--- src/rtl/bfp16_div_if.sv ---
// Handshake/data bundle for bfp16_div.
//   start : request, sampled only while the divider is idle
//   A, B  : dividend / divisor, captured on an accepted start
//   busy  : operation in flight
//   done  : one-cycle pulse, O valid from this cycle
//   O     : registered quotient, held until the next done
interface bfp16_div_if #(
  parameter int DATA_TYPE = 16
);
  logic                 start;
  logic [DATA_TYPE-1:0] A;
  logic [DATA_TYPE-1:0] B;
  logic                 busy;
  logic                 done;
  logic [DATA_TYPE-1:0] O;

  modport master (output start, A, B, input  busy, done, O);
  modport slave  (input  start, A, B, output busy, done, O);
endinterface

--- src/rtl/bfp16_div.sv ---
// Multi-cycle bfloat16 divider, O = A / B.
// Radix-2 restoring mantissa divider, one quotient bit per cycle; fixed
// 10-cycle latency from accepted start to done, specials included.
// Ports:
//   clk  : clock, rising edge
//   rst  : synchronous active-high reset
//   bus  : bfp16_div_if slave (start/A/B in, busy/done/O out)
module bfp16_div #(
  parameter int DATA_TYPE = 16
) (
  input logic        clk,
  input logic        rst,
  bfp16_div_if.slave bus
);

  typedef enum logic [1:0] {IDLE, DIVIDE, FINISH} state_t;

  state_t               state;
  logic [3:0]           cnt;
  logic [DATA_TYPE-1:0] a_q;
  logic [DATA_TYPE-1:0] b_q;
  logic [8:0]           r;
  logic [8:0]           q;
  logic                 busy_q;
  logic                 done_q;
  logic [DATA_TYPE-1:0] o_q;

  logic [7:0]        ea, eb;
  logic [7:0]        mb;
  logic              a_zero, b_zero, a_inf, b_inf, a_nan, b_nan;
  logic              s;
  logic              r_ge;
  logic [8:0]        r_sub;
  logic [8:0]        r_next;
  logic signed [9:0] e;
  logic [6:0]        mant;
  logic [15:0]       res;

  always_comb begin
    ea     = a_q[14:7];
    eb     = b_q[14:7];
    mb     = {1'b1, b_q[6:0]};
    a_zero = (ea == 8'h00);
    b_zero = (eb == 8'h00);
    a_inf  = (ea == 8'hFF) && (a_q[6:0] == 7'h0);
    b_inf  = (eb == 8'hFF) && (b_q[6:0] == 7'h0);
    a_nan  = (ea == 8'hFF) && (a_q[6:0] != 7'h0);
    b_nan  = (eb == 8'hFF) && (b_q[6:0] != 7'h0);
    s      = a_q[15] ^ b_q[15];
  end

  // One restoring step; remainder stays below mb after subtraction, so the
  // left shift never loses a set bit.
  always_comb begin
    r_ge   = (r >= {1'b0, mb});
    r_sub  = r_ge ? (r - {1'b0, mb}) : r;
    r_next = r_sub << 1;
  end

  // Quotient lies in (0.5, 2): q[8] is the 2^0 bit, otherwise q[7] leads.
  always_comb begin
    e    = $signed({2'b00, ea}) - $signed({2'b00, eb})
           + (q[8] ? 10'sd127 : 10'sd126);
    mant = q[8] ? q[7:1] : q[6:0];
    res  = '0;
    if (a_nan || b_nan || (a_zero && b_zero) || (a_inf && b_inf))
      res = 16'h7FC0;
    else if (a_inf || b_zero)
      res = {s, 8'hFF, 7'h0};
    else if (a_zero || b_inf)
      res = {s, 15'h0};
    else if (e >= 10'sd255)
      res = {s, 8'hFF, 7'h0};
    else if (e <= 10'sd0)
      res = {s, 15'h0};
    else
      res = {s, e[7:0], mant};
  end

  always_ff @(posedge clk) begin
    if (rst) begin
      state  <= IDLE;
      cnt    <= '0;
      a_q    <= '0;
      b_q    <= '0;
      r      <= '0;
      q      <= '0;
      busy_q <= 1'b0;
      done_q <= 1'b0;
      o_q    <= '0;
    end else begin
      case (state)
        IDLE: begin
          done_q <= 1'b0;
          if (bus.start) begin
            a_q    <= bus.A;
            b_q    <= bus.B;
            r      <= {2'b01, bus.A[6:0]};
            q      <= '0;
            cnt    <= 4'd8;
            busy_q <= 1'b1;
            state  <= DIVIDE;
          end
        end
        DIVIDE: begin
          r <= r_next;
          q <= {q[7:0], r_ge};
          if (cnt == 4'd0)
            state <= FINISH;
          else
            cnt <= cnt - 4'd1;
        end
        FINISH: begin
          o_q    <= res;
          done_q <= 1'b1;
          busy_q <= 1'b0;
          state  <= IDLE;
        end
        default: state <= IDLE;
      endcase
    end
  end

  assign bus.busy = busy_q;
  assign bus.done = done_q;
  assign bus.O    = o_q;

endmodule

--- src/flat_wrapper.sv ---
// flat-port wrapper written by rule: the top's interface ports become plain ports
module bfp16_div_flat 
#(
  parameter int DATA_TYPE = 16
)
  (clk, rst, bus_start, bus_A, bus_B, bus_busy, bus_done, bus_O);
  bfp16_div_if #(.DATA_TYPE(DATA_TYPE)) bus_i ();
  input logic clk;
  input logic rst;
  input wire logic [$bits(bus_i.start)-1:0] bus_start;
  input wire logic [$bits(bus_i.A)-1:0] bus_A;
  input wire logic [$bits(bus_i.B)-1:0] bus_B;
  output wire logic [$bits(bus_i.busy)-1:0] bus_busy;
  output wire logic [$bits(bus_i.done)-1:0] bus_done;
  output wire logic [$bits(bus_i.O)-1:0] bus_O;
  assign bus_i.start = bus_start;
  assign bus_i.A = bus_A;
  assign bus_i.B = bus_B;
  assign bus_busy = bus_i.busy;
  assign bus_done = bus_i.done;
  assign bus_O = bus_i.O;
  bfp16_div #(.DATA_TYPE(DATA_TYPE)) u_core (.clk(clk), .rst(rst), .bus(bus_i));
endmodule
--- config.mk ---
export PLATFORM = sky130hd
export DESIGN_NAME = bfp16_div_flat
export DESIGN_NICKNAME = d
export VERILOG_FILES = /design/src/rtl/bfp16_div_if.sv /design/src/rtl/bfp16_div.sv /design/src/flat_wrapper.sv
export SDC_FILE = /design/constraint.sdc
export NUM_CORES = 1
export LEC_CHECK = 0
export BUFFER_PORTS_ARGS = -buffer_cell sky130_fd_sc_hd__clkbuf_2
export CORE_MARGIN = 3
export CORE_UTILIZATION = 42
export DETAILED_ROUTE_END_ITERATION = 7
export PLACE_DENSITY = 0.72
export SETUP_SLACK_MARGIN = 0.5
export SYNTH_ARGS = -nofsm -noshare
export SYNTH_HDL_FRONTEND = slang
export SYNTH_SLANG_ARGS = --single-unit
--- constraint.sdc ---
create_clock -name clk -period 6.8 [get_ports clk]
set_clock_uncertainty 0.05 [all_clocks]
set_input_delay 0.34 -clock clk [delete_from_list [all_inputs] [get_ports clk]]
set_output_delay 0.34 -clock clk [all_outputs]
set_load 0.02 [all_outputs]
==> results of run 1 <==
worst paths after layout:
kind,start,slack (ns),end
worst max-delay path,u_core.b_q[7],3.40,u_core.bus.O[2]
worst min register to register,u_core.bus.O[0],0.40,u_core.bus.O[0]
worst max register to register,u_core.b_q[7],3.40,u_core.bus.O[2]
worst min-delay path,bus_B[0],0.15,u_core.b_q[0]
placed cells by master, fill, tap and decap left out, drive strengths merged, types with 4 or more instances in the layout:
master / count
nand4: 7
a21o: 6
inv: 28
mux2i: 9
nand2: 90
xnor2: 8
ha: 19
or3: 4
nor4: 8
nand2b: 11
nor2: 36
nor3: 4
dfxtp: 74
nand3: 5
nor2b: 6
clkbuf: 62
a211oi: 8
a22o: 8
and3: 4
a31oi: 9
o21ai: 34
xor2: 5
a21oi: 48
layout make-up:
cell class / instances / area [sq um]
tap: 126 / 157.7
timing repair buffer: 53 / 267.8
clock buffer: 10 / 127.6
multi-input combinational: 380 / 2322
sequential: 74 / 1481
clock inverter: 5 / 56.30
fill: 874 / 4458
inverter: 28 / 105.1
per-layer routing:
metal  global-route usage  wire length [um]  share of wire
met5                    0                 0              0
met4              0.06275               123          0.013
met3              0.04292               547          0.057
met2               0.2711              4224           0.44
met1               0.2707              4781           0.49
stage by stage:
step	power [mW]	area [sq um]	util	setup slack, ns	hold slack, ns
floorplan	0.8883	3989	-	3.682	0.3808
global placement	0.9857	4334	0.4829	3.534	0.3889
detailed placement	0.9977	4334	0.4829	3.416	0.3922
CTS	1.335	4518	0.5033	3.397	0.1321
global route	1.421	4518	0.5033	3.169	0.1422
finish	1.336	4518	0.5033	3.396	0.1493
critical path, delay by kind of cell (launching register included):
family | cells | cell delay (ns)
adder cells (fa/ha/maj) | 2 | 0.63
flip-flops | 1 | 0.39
AND/OR/NAND/NOR | 2 | 0.68
buffers and inverters | 1 | 0.06
AO/OA/AOI/OAI | 6 | 1.47
power breakdown:
part / total (mW) / internal, mW / switching, mW
combinational: 0.490 / 0.189 / 0.301
clock: 0.338 / 0.167 / 0.171
sequential: 0.508 / 0.473 / 0.0346
flip-flops by register name (all words and copies together) (netlist names):
register / flops
u_core.bus.busy: 1
u_core.cnt: 4
u_core.b_q: 16
u_core.r: 9
u_core.bus.done: 1
u_core.bus.O: 16
u_core.a_q: 16
u_core.q: 9
u_core.state: 2
cells by family after synthesis:
| group | Yosys count |
|---|---|
| and+or+nand+nor | 193 |
| AOI/OAI and AO/OA | 143 |
| adders and majority gates | 21 |
| xor gates and xnor gates | 13 |
| DFF | 74 |
| muxes | 10 |
| buffers and inverters | 49 |
synth_stat cells (3+ instances only):
master,instances
sky130_fd_sc_hd__nand2_1,90
sky130_fd_sc_hd__dfxtp_1,74
sky130_fd_sc_hd__a21oi_1,48
sky130_fd_sc_hd__nor2_1,36
sky130_fd_sc_hd__inv_1,28
sky130_fd_sc_hd__o21ai_0,28
sky130_fd_sc_hd__clkbuf_1,19
sky130_fd_sc_hd__ha_1,19
sky130_fd_sc_hd__nand2b_1,11
sky130_fd_sc_hd__a31oi_1,9
sky130_fd_sc_hd__mux2i_1,9
sky130_fd_sc_hd__a211oi_1,8
sky130_fd_sc_hd__a22o_1,8
sky130_fd_sc_hd__nor4_1,8
sky130_fd_sc_hd__xnor2_1,8
sky130_fd_sc_hd__a21o_1,6
sky130_fd_sc_hd__nand4_1,6
sky130_fd_sc_hd__nor2b_1,6
sky130_fd_sc_hd__o21ai_1,6
sky130_fd_sc_hd__nand3_1,5
sky130_fd_sc_hd__xor2_1,5
sky130_fd_sc_hd__and3_1,4
sky130_fd_sc_hd__nor3_1,4
sky130_fd_sc_hd__nand3b_1,3
sky130_fd_sc_hd__nor3b_1,3
sky130_fd_sc_hd__o32ai_1,3
sky130_fd_sc_hd__or3_1,3
==> insert_results.sql, run 1 <==
INSERT INTO impl_metrics (metric_group, metric, value, unit) VALUES
('final_layout', 'nNetsFinal', '602', ''),
('cts', 'clkSlewWorstSetupHoldPaths', '0.08', 'ns'),
('run', 'drv_cap', '0', ''),
('synth', 'syn_area_per_cell', '7.930', 'sq um'),
('cts', 'cts.sinks', '74', ''),
('cts', 'insertion_delay', '0.35', 'ns'),
('synth', 'asyncSetResetFlopFracSynth', '0', ''),
('cts', 'cts_made_buffers', '9', ''),
('run_status', 'status', 'completed', ''),
('synth', 'synth_sequential_area_ratio', '0.3714', ''),
('synth', 'synth.distinct_cells', '59', ''),
('final_layout', 'syn_to_final_growth', '13.27', '%'),
('synth', 'syn_area', '3989', 'sq um'),
('worst_setup_path', 'worst_setup_path_end_kind', 'flip-flop', ''),
('global_routing', 'total_track_usage', '0.1862', ''),
('synth', 'synth-edff-count', '0', ''),
('detailed_routing', 'viasPerCell', '5.425', ''),
('detailed_routing', 'firstDrtPassIters', '5', ''),
('synth', 'synthXorXnorAreaFrac', '0.02854', ''),
('power_and_ir_drop', 'cellPowerDensity', '295.6', 'nW/um^2'),
('synth', 'synth_simple_gate_area_share', '0.2302', ''),
('hold_path', 'holdPathStages', '3', ''),
('worst_setup_path', 'slowest_delay', '0.51', 'ns'),
('timing', 'timing.final.crit_share', '0.5006', ''),
('synth', 'synth_top_family_by_area', 'simple AND/OR/NAND/NOR gates', ''),
('timing', 'finalCriticalPeriod', '3.404', 'ns'),
('synth', 'synth-seq-cells', '74', ''),
('floorplan', 'core-area', '8976', 'sq um'),
('final_layout', 'post_route_cells_drive_above_1_share', '0.1327', ''),
('synth', 'netlist_top_cells_area', 'sky130_fd_sc_hd__dfxtp_1, sky130_fd_sc_hd__nand2_1, sky130_fd_sc_hd__a21oi_1', ''),
('worst_setup_path', 'slowest_stage', 'sky130_fd_sc_hd__or4b_1', ''),
('synth', 'yosysTopAreaCell', 'sky130_fd_sc_hd__dfxtp_1', ''),
('worst_setup_path', 'required', '6.99', 'ns'),
('global_routing', 'grt_antenna_before_repair', '0', ''),
('cts', 'cell_at_the_root_of_the_clock_tree', 'sky130_fd_sc_hd__clkbuf_8', ''),
('cts', 'post_cts_resize_count', '0', ''),
('floorplan', 'die-height', '103.5', 'um'),
('synth', 'area_share_of_the_largest_cell_type_after_synthesis', '0.3714', ''),
('power_and_ir_drop', 'leakage', '1.808', 'nW'),
('worst_setup_path', 'start_kind', 'flip-flop', ''),
('detailed_routing', 'postRouteAntennaNets', '0', ''),
('timing', 'rsz0062_at_grt', 'false', ''),
('global_routing', 'globalRoute.totalOverflow', '0', ''),
('timing', 'slew-limit-headroom', '0.2169', ''),
('final_layout', 'antenna_cells_inserted', '0', ''),
('timing', 'timing_hold_violations_final', '0', ''),
('hold_path', 'worst_hold_path_type', 'primary input to flip-flop', ''),
('placed_design', 'placement.io_buffers', '52', ''),
('timing', 'setup_viol', '0', ''),
('worst_setup_path', 'r2r.worst_path.cells', '11', ''),
('floorplan', 'core.rowCount', '34', ''),
('timing', 'setup-tns-final', '0', 'ns'),
('synth', 'number_of_instances_in_the_synthesized_netlist', '503', ''),
('floorplan', 'top_level_ports', '53', ''),
('synth', 'synthesis.nets', '559', ''),
('global_routing', 'grt_max_degree', '60', ''),
('cts', 'clock_tree.htree_level_count', '3', ''),
('global_routing', 'grt_pass1_vias', '3299', ''),
('worst_setup_path', 'timing.critical_path.fanout_max', '9', ''),
('cts', 'ctsHoldBuffers', '0', ''),
('detailed_routing', 'avgRoutedWirePerCell', '14.31', 'um'),
('floorplan', 'floorplan.die_area', '10700', 'sq um'),
('timing', 'worst_pin_slew', '1.175', 'ns'),
('detailed_routing', 'remaining_drc_errors', '0', ''),
('timing', 'max_clock_freq', '293.8', 'MHz'),
('synth', 'synth_compound_gate_area_share', '0.2284', ''),
('global_routing', 'grt_pass1_wl', '15750', 'um'),
('detailed_routing', 'wirelength', '9676', 'um'),
('detailed_routing', 'dr.first_iter.drc_count', '287', ''),
('worst_setup_path', 'timing_worst_setup_path_type', 'flip-flop to flip-flop', ''),
('cts', 'cts-root-to-sink-buffers', '2', '');
Power figures use the tool's default switching activity.
==> inputs of run 2 (changes only) <==
- PLACE_DENSITY: 0.72 -> 0.75
- clock period: 6.8 -> 3.08 ns (I/O delays scaled with it)
==> run 2 against run 1 <==
  * Final area rose by 14%
  * Wire length rose by 8.9%
  * Global-route usage increased by 0.99 points
  * Largest power group is now combinational cells
  * Power rose by 140%
  * Utilization up 7.1 points
  * Setup slack worse by 3.2 ns
  * Sequential share of layout area decreased by 3.8 points
  * Combinational power increased to 2.8 times the previous value
  * Via count up 8.2%
==> insert_results.sql, run 2 (synthesis gave the netlist of run 1 again) <==
INSERT INTO impl_metrics (metric_group, metric, value, unit) VALUES
('run_status', 'status', 'completed', ''),
('hold_path', 'worst_hold_path_type', 'primary input to flip-flop', ''),
('timing', 'slew-limit-headroom', '0.5111', ''),
('final_layout', 'nNetsFinal', '651', ''),
('final_layout', 'layout.filler_cells', '798', ''),
('timing', 'setup-tns-final', '0', 'ns'),
('worst_setup_path', 'worst_setup_path_end_kind', 'flip-flop', ''),
('detailed_routing', 'vias', '3966', ''),
('timing', 'timing_hold_violations_final', '0', ''),
('detailed_routing', 'avgRoutedWirePerCell', '14.53', 'um'),
('worst_setup_path', 'required', '3.27', 'ns'),
('timing', 'finalCriticalPeriod', '2.902', 'ns'),
('cts', 'cts-root-to-sink-buffers', '2', ''),
('placed_design', 'dp.final_hpwl', '7348', 'um'),
('final_layout', 'antenna_cells_inserted', '0', ''),
('detailed_routing', 'wirelength', '10530', 'um'),
('final_layout', 'area.sequential', '1493', 'sq um'),
('cts', 'cell_at_the_root_of_the_clock_tree', 'sky130_fd_sc_hd__clkbuf_8', ''),
('timing', 'timing.final.crit_share', '0.9421', ''),
('cts', 'insertion_delay', '0.35', 'ns'),
('global_routing', 'globalRoute.totalOverflow', '0', ''),
('placed_design', 'gpl.final_weighted_congestion', '0.9216', ''),
('floorplan', 'die_x', '103.5', 'um'),
('floorplan', 'top_level_ports', '53', ''),
('power_and_ir_drop', 'leakage', '2.056', 'nW'),
('final_layout', 'syn_to_final_growth', '29.30', '%'),
('floorplan', 'die-height', '103.5', 'um'),
('worst_setup_path', 'timing.critical_path.fanout_max', '5', ''),
('detailed_routing', 'firstDrtPassIters', '4', ''),
('detailed_routing', 'remaining_drc_errors', '0', ''),
('timing', 'finalMaxSlewViolations', '0', ''),
('global_routing', 'total_track_usage', '0.1962', ''),
('run', 'drv_cap', '0', ''),
('power_and_ir_drop', 'cellPowerDensity', '624.9', 'nW/um^2'),
('cts', 'cts.sinks', '74', ''),
('global_routing', 'grt_max_degree', '31', ''),
('cts', 'clkSlewWorstSetupHoldPaths', '0.07', 'ns'),
('worst_setup_path', 'cp.arrival', '3.10', 'ns'),
('timing', 'rsz0062_at_grt', 'true', ''),
('final_layout', 'layout_commonest_cell', 'sky130_fd_sc_hd__nand2_1', ''),
('cts', 'cts_tree', 'done', ''),
('power_and_ir_drop', 'max-vdd-ir-drop', '354.8', 'uV'),
('final_layout', 'multi_input_area', '2527', 'sq um'),
('global_routing', 'grt_pass1_vias', '3808', ''),
('detailed_routing', 'postRouteAntennaNets', '0', ''),
('floorplan', 'floorplan.initialDensity', '0.4444', ''),
('timing', 'worst_pin_slew', '0.7319', 'ns'),
('worst_setup_path', 'start_kind', 'flip-flop', ''),
('detailed_routing', 'dr.first_iter.drc_count', '180', ''),
('detailed_routing', 'viasPerCell', '5.470', ''),
('placed_design', 'placement.io_buffers', '52', ''),
('final_layout', 'layout_common_cells', 'sky130_fd_sc_hd__nand2_1, sky130_fd_sc_hd__dfxtp_1, sky130_fd_sc_hd__clkbuf_2', ''),
('cts', 'cts_made_buffers', '9', ''),
('cts', 'clock_tree.htree_level_count', '3', ''),
('global_routing', 'grt_pass1_wl', '16850', 'um'),
('final_layout', 'post_route_cells_drive_above_1_share', '0.2204', ''),
('global_routing', 'grt_antenna_before_repair', '0', ''),
('timing', 'setup_viol', '0', ''),
('power_and_ir_drop', 'fin_total_pwr', '3.223', 'mW'),
('floorplan', 'floorplan.die_area', '10700', 'sq um'),
('worst_setup_path', 'timing_worst_setup_path_type', 'flip-flop to flip-flop', ''),
('floorplan', 'core-area', '8976', 'sq um'),
('timing', 'max_clock_freq', '344.6', 'MHz'),
('floorplan', 'core.rowCount', '34', '');
-- run 2: changes by cell type in the layout (fill, tap and decap cells not counted), sizes merged --
cell         before  now
buf               1   26
dlygate4sd3       0   23
clkbuf           62   64
clkinv            3    2
clkinvlp          1    0
o211a             1    2
-- run 2: per-stage QoR --
step | instances | area [sq um] | hold WS [ns] | setup slack, ns | util
after CTS | 718 | 4992 | 0.01004 | 0.1116 | 0.5562
after global placement | 671 | 4458 | 0.3285 | 0.04954 | 0.4967
final | 725 | 5157 | 0.01361 | 0.1782 | 0.5746
after floorplan | 503 | 4044 | 0.2324 | 0.1421 | -
after global routing | 725 | 5157 | 0.01781 | 0.09009 | 0.5746
after detailed placement | 671 | 4458 | 0.3349 | 0.0005767 | 0.4967
-- run 2: layer usage --
layer  GRT usage  wire length [um]
met1      0.2545              4907
met5           0                 0
met3     0.03890               499
met2      0.3216              4840
met4     0.07570               286
-- run 2: power breakdown --
part | switching (mW) | internal (mW) | total [mW]
logic | 0.767 | 0.601 | 1.37
registers | 0.0769 | 1.05 | 1.12
clock network | 0.342 | 0.390 | 0.732
total | 1.19 | 2.04 | 3.22
-- run 2: cell type report --
type | instances | share of cell area
clock inverters | 3 | 0.007763
inverters | 28 | 0.02038
clock buffers | 12 | 0.02814
well taps | 126 | 0.03057
flip-flops and latches | 74 | 0.2894
repair buffers | 101 | 0.1337
multi-input cells | 381 | 0.4901
-- run 2: worst paths after layout --
check | from | slack (ns) | to | cells past startpoint
worst min-delay path | bus_A[3] | 0.01 | u_core.a_q[3] | 3
worst max register to register | u_core.a_q[7] | 0.18 | u_core.bus.O[6] | 11
worst min register to register | u_core.bus.O[2] | 0.40 | u_core.bus.O[2] | 2
worst max-delay path | u_core.a_q[7] | 0.18 | u_core.bus.O[6] | 11
-- run 2: worst max-delay path, cell delays in order (launching register included) --
cell and delay [ns]:
sky130_fd_sc_hd__dfxtp_2 0.33, sky130_fd_sc_hd__inv_2 0.06, sky130_fd_sc_hd__ha_4 0.13, sky130_fd_sc_hd__inv_2 0.04
sky130_fd_sc_hd__fa_2 0.35, sky130_fd_sc_hd__a21o_1 0.22, sky130_fd_sc_hd__a211oi_4 0.25, sky130_fd_sc_hd__o221ai_2 0.13
sky130_fd_sc_hd__or4b_1 0.47, sky130_fd_sc_hd__a311o_1 0.37, sky130_fd_sc_hd__o211a_4 0.19, sky130_fd_sc_hd__a32o_1 0.22
-- run 2: repair_timing --
item,in CTS,in global routing
hold endpoints to repair,23,0
cloned,1,0
pin swaps,20,10
gates resized for setup,14,22
hold buffers,23,0
endpoints found under the setup margin,15,15
buffers inserted,8,7
==> inputs of run 3 (changes only) <==
- MAX_ROUTING_LAYER: default -> met4
==> run 3 against run 2 <==
  * Sequential power barely moved
  * Fmax fell by 0.95%
  * Critical endpoint unchanged
  * Highest routed layer unchanged
  * Via count rose by 0.61%
  * Hold slack improved by 0.0058 ns
  * Setup slack got worse by 0.028 ns
  * Final area rose by 2.3%
  * Global-route usage rose by 1.4 points
  * Combinational power barely moved
  * Largest power group unchanged
  * Critical path depth did not move
  * Non-clock buffer count rose by 8
  * Clock-buffer cell count did not move
==> insert_results.sql, run 3 (synthesis gave the netlist of run 1 again) <==
INSERT INTO impl_metrics (metric_group, metric, value, unit) VALUES
('floorplan', 'floorplan.die_area', '10700', 'sq um'),
('cts', 'clock_tree.htree_level_count', '3', ''),
('worst_setup_path', 'setup_slack_of_the_worst_register_to_register_path', '0.15', 'ns'),
('timing', 'setup-tns-final', '0', 'ns'),
('timing', 'setup_viol', '0', ''),
('final_layout', 'antenna_cells_inserted', '0', ''),
('worst_setup_path', 'timing_worst_setup_path_type', 'flip-flop to flip-flop', ''),
('worst_setup_path', 'rr_startpoint', 'u_core.a_q[7]', ''),
('worst_setup_path', 'cp.arrival', '3.12', 'ns'),
('final_layout', 'syn_to_final_growth', '32.21', '%'),
('final_layout', 'post_route_cells_drive_above_1_share', '0.2220', ''),
('final_layout', 'nNetsFinal', '659', ''),
('power_and_ir_drop', 'fin_total_pwr', '3.297', 'mW'),
('timing', 'rsz0062_at_grt', 'true', ''),
('global_routing', 'grt_max_degree', '31', ''),
('detailed_routing', 'postRouteAntennaNets', '0', ''),
('power_and_ir_drop', 'max-vdd-ir-drop', '382.5', 'uV'),
('cts', 'clkSlewWorstSetupHoldPaths', '0.08', 'ns'),
('final_layout', 'layout.filler_cells', '784', ''),
('detailed_routing', 'remaining_drc_errors', '0', ''),
('floorplan', 'die-height', '103.5', 'um'),
('cts', 'insertion_delay', '0.34', 'ns'),
('worst_setup_path', 'r2r.worst_path.cells', '11', ''),
('worst_setup_path', 'start_kind', 'flip-flop', ''),
('power_and_ir_drop', 'cellPowerDensity', '625.2', 'nW/um^2'),
('cts', 'cts-root-to-sink-buffers', '2', ''),
('worst_setup_path', 'worst_setup_path_end_kind', 'flip-flop', ''),
('floorplan', 'core-area', '8976', 'sq um'),
('final_layout', 'layout_common_cells', 'sky130_fd_sc_hd__nand2_1, sky130_fd_sc_hd__dfxtp_1, sky130_fd_sc_hd__clkbuf_2', ''),
('detailed_routing', 'firstDrtPassIters', '5', ''),
('cts', 'cts_made_buffers', '9', ''),
('placed_design', 'dp.final_hpwl', '7265', 'um'),
('cts', 'cts.sinks', '74', ''),
('timing', 'max_clock_freq', '341.4', 'MHz'),
('power_and_ir_drop', 'leakage', '2.092', 'nW'),
('global_routing', 'grt_antenna_before_repair', '0', ''),
('global_routing', 'grt_pass1_wl', '17410', 'um'),
('worst_setup_path', 'timing.critical_path.fanout_max', '5', ''),
('floorplan', 'core.rowCount', '34', ''),
('timing', 'finalCriticalPeriod', '2.930', 'ns'),
('worst_setup_path', 'required', '3.27', 'ns'),
('detailed_routing', 'viasPerCell', '5.436', ''),
('hold_path', 'min_delay_worst_endpoint', 'u_core.a_q[2]', ''),
('hold_path', 'hold_path_startpoint', 'bus_A[2]', ''),
('timing', 'worst_pin_slew', '0.7114', 'ns'),
('global_routing', 'globalRoute.totalOverflow', '0', ''),
('timing', 'slew-limit-headroom', '0.5247', ''),
('placed_design', 'gpl.final_weighted_congestion', '0.8861', ''),
('placed_design', 'place.detailed.instances', '671', ''),
('detailed_routing', 'wirelength', '10590', 'um'),
('placed_design', 'placement.io_buffers', '52', ''),
('timing', 'finalMaxSlewViolations', '0', ''),
('final_layout', 'final_cells', '734', ''),
('floorplan', 'die_x', '103.5', 'um'),
('detailed_routing', 'dr.first_iter.drc_count', '220', ''),
('run_status', 'status', 'completed', ''),
('floorplan', 'floorplan.initialDensity', '0.4444', ''),
('global_routing', 'total_track_usage', '0.2103', ''),
('cts', 'cts_tree', 'done', ''),
('run', 'drv_cap', '0', ''),
('worst_setup_path', 'r2r-end', 'u_core.bus.O[6]', ''),
('detailed_routing', 'vias', '3990', ''),
('detailed_routing', 'avgRoutedWirePerCell', '14.42', 'um'),
('final_layout', 'layout_commonest_cell', 'sky130_fd_sc_hd__nand2_1', ''),
('hold_path', 'worst_hold_path_type', 'primary input to flip-flop', ''),
('timing', 'timing.final.crit_share', '0.9511', ''),
('global_routing', 'grt_pass1_vias', '3659', ''),
('hold_path', 'holdPathStages', '3', ''),
('cts', 'cell_at_the_root_of_the_clock_tree', 'sky130_fd_sc_hd__clkbuf_8', ''),
('timing', 'timing_hold_violations_final', '0', ''),
('timing', 'fin_hold_ws', '0.01944', 'ns'),
('floorplan', 'top_level_ports', '53', '');
## run 3: cell count changes in the layout (fill, tap and decap cells not counted), moves of 2 or more
| cell | delta |
|---|---|
| sky130_fd_sc_hd__dlygate4sd3_1 | +7 |
| sky130_fd_sc_hd__o21ai_1 | +3 |
| sky130_fd_sc_hd__o21ai_2 | -3 |
| sky130_fd_sc_hd__clkinvlp_4 | +2 |
| sky130_fd_sc_hd__nor2_1 | -2 |
## run 3: power by group
group / internal, mW / switching [mW]
Sequential: 1.05 / 0.0769
Clock: 0.417 / 0.353
Combinational: 0.623 / 0.781
## run 3: worst max-delay path by stage
stage | to | slack [ns] | from | depth (start not counted)
5_1_grt | u_core.bus.O[6] | 0.06 | u_core.a_q[7] | 12
3_3_place_gp | u_core.bus.O[6] | 0.05 | u_core.a_q[7] | 11
2_1_floorplan | u_core.bus.O[6] | 0.14 | u_core.a_q[7] | 12
3_5_place_dp | u_core.bus.O[4] | -0.002 | u_core.a_q[7] | 12
4_1_cts | u_core.bus.O[6] | 0.17 | u_core.a_q[7] | 11
6_report | u_core.bus.O[6] | 0.15 | u_core.a_q[7] | 11
## run 3: final cells by class
cell class / instances / area, sq um / share of cell area
multi-input cells: 381 / 2544 / 0.4823
inverters: 28 / 105.1 / 0.01993
flip-flops and latches: 74 / 1495 / 0.2835
clock inverters: 4 / 50.05 / 0.009490
clock buffers: 12 / 155.1 / 0.02942
well taps: 126 / 157.7 / 0.02989
repair buffers: 109 / 767.0 / 0.1454
## run 3: routing by layer
| layer | vias to the layer above | track usage | share of wire |
|---|---|---|---|
| li1 | 1988 | - | - |
| met1 | 1873 | 0.2873 | 0.47 |
| met2 | 115 | 0.3225 | 0.47 |
| met3 | 14 | 0.03622 | 0.044 |
| met4 | 0 | 0.05578 | 0.014 |
| met5 | - | - | 0 |
## run 3: stage by stage
| step | area [sq um] | util | worst slack (ns) |
|---|---|---|---|
| floorplan | 4044 | - | 0.1421 |
| global placement | 4458 | 0.4967 | 0.04759 |
| detailed placement | 4458 | 0.4967 | -0.001872 |
| CTS | 5181 | 0.5772 | 0.1666 |
| global route | 5274 | 0.5875 | 0.05892 |
| finish | 5274 | 0.5875 | 0.1505 |
## run 3: timing repair
| action | in CTS | in global routing |
|---|---|---|
| setup buffers | 13 | 3 |
| pin swaps | 28 | 10 |
| setup endpoints to repair | 15 | 15 |
| hold endpoints to repair | 30 | 0 |
| hold buffers | 30 | 0 |
| resized for setup | 26 | 12 |
| cloned | 1 | 0 |
## run 3: critical path, cell delays in order, from the launching register on
cell and delay (ns):
sky130_fd_sc_hd__dfxtp_2 0.33, sky130_fd_sc_hd__inv_2 0.05, sky130_fd_sc_hd__ha_4 0.12, sky130_fd_sc_hd__inv_2 0.03
sky130_fd_sc_hd__fa_2 0.33, sky130_fd_sc_hd__a21o_1 0.21, sky130_fd_sc_hd__a211oi_4 0.25, sky130_fd_sc_hd__o221ai_2 0.13
sky130_fd_sc_hd__or4b_1 0.53, sky130_fd_sc_hd__a311o_1 0.37, sky130_fd_sc_hd__o211a_4 0.19, sky130_fd_sc_hd__a32o_1 0.24
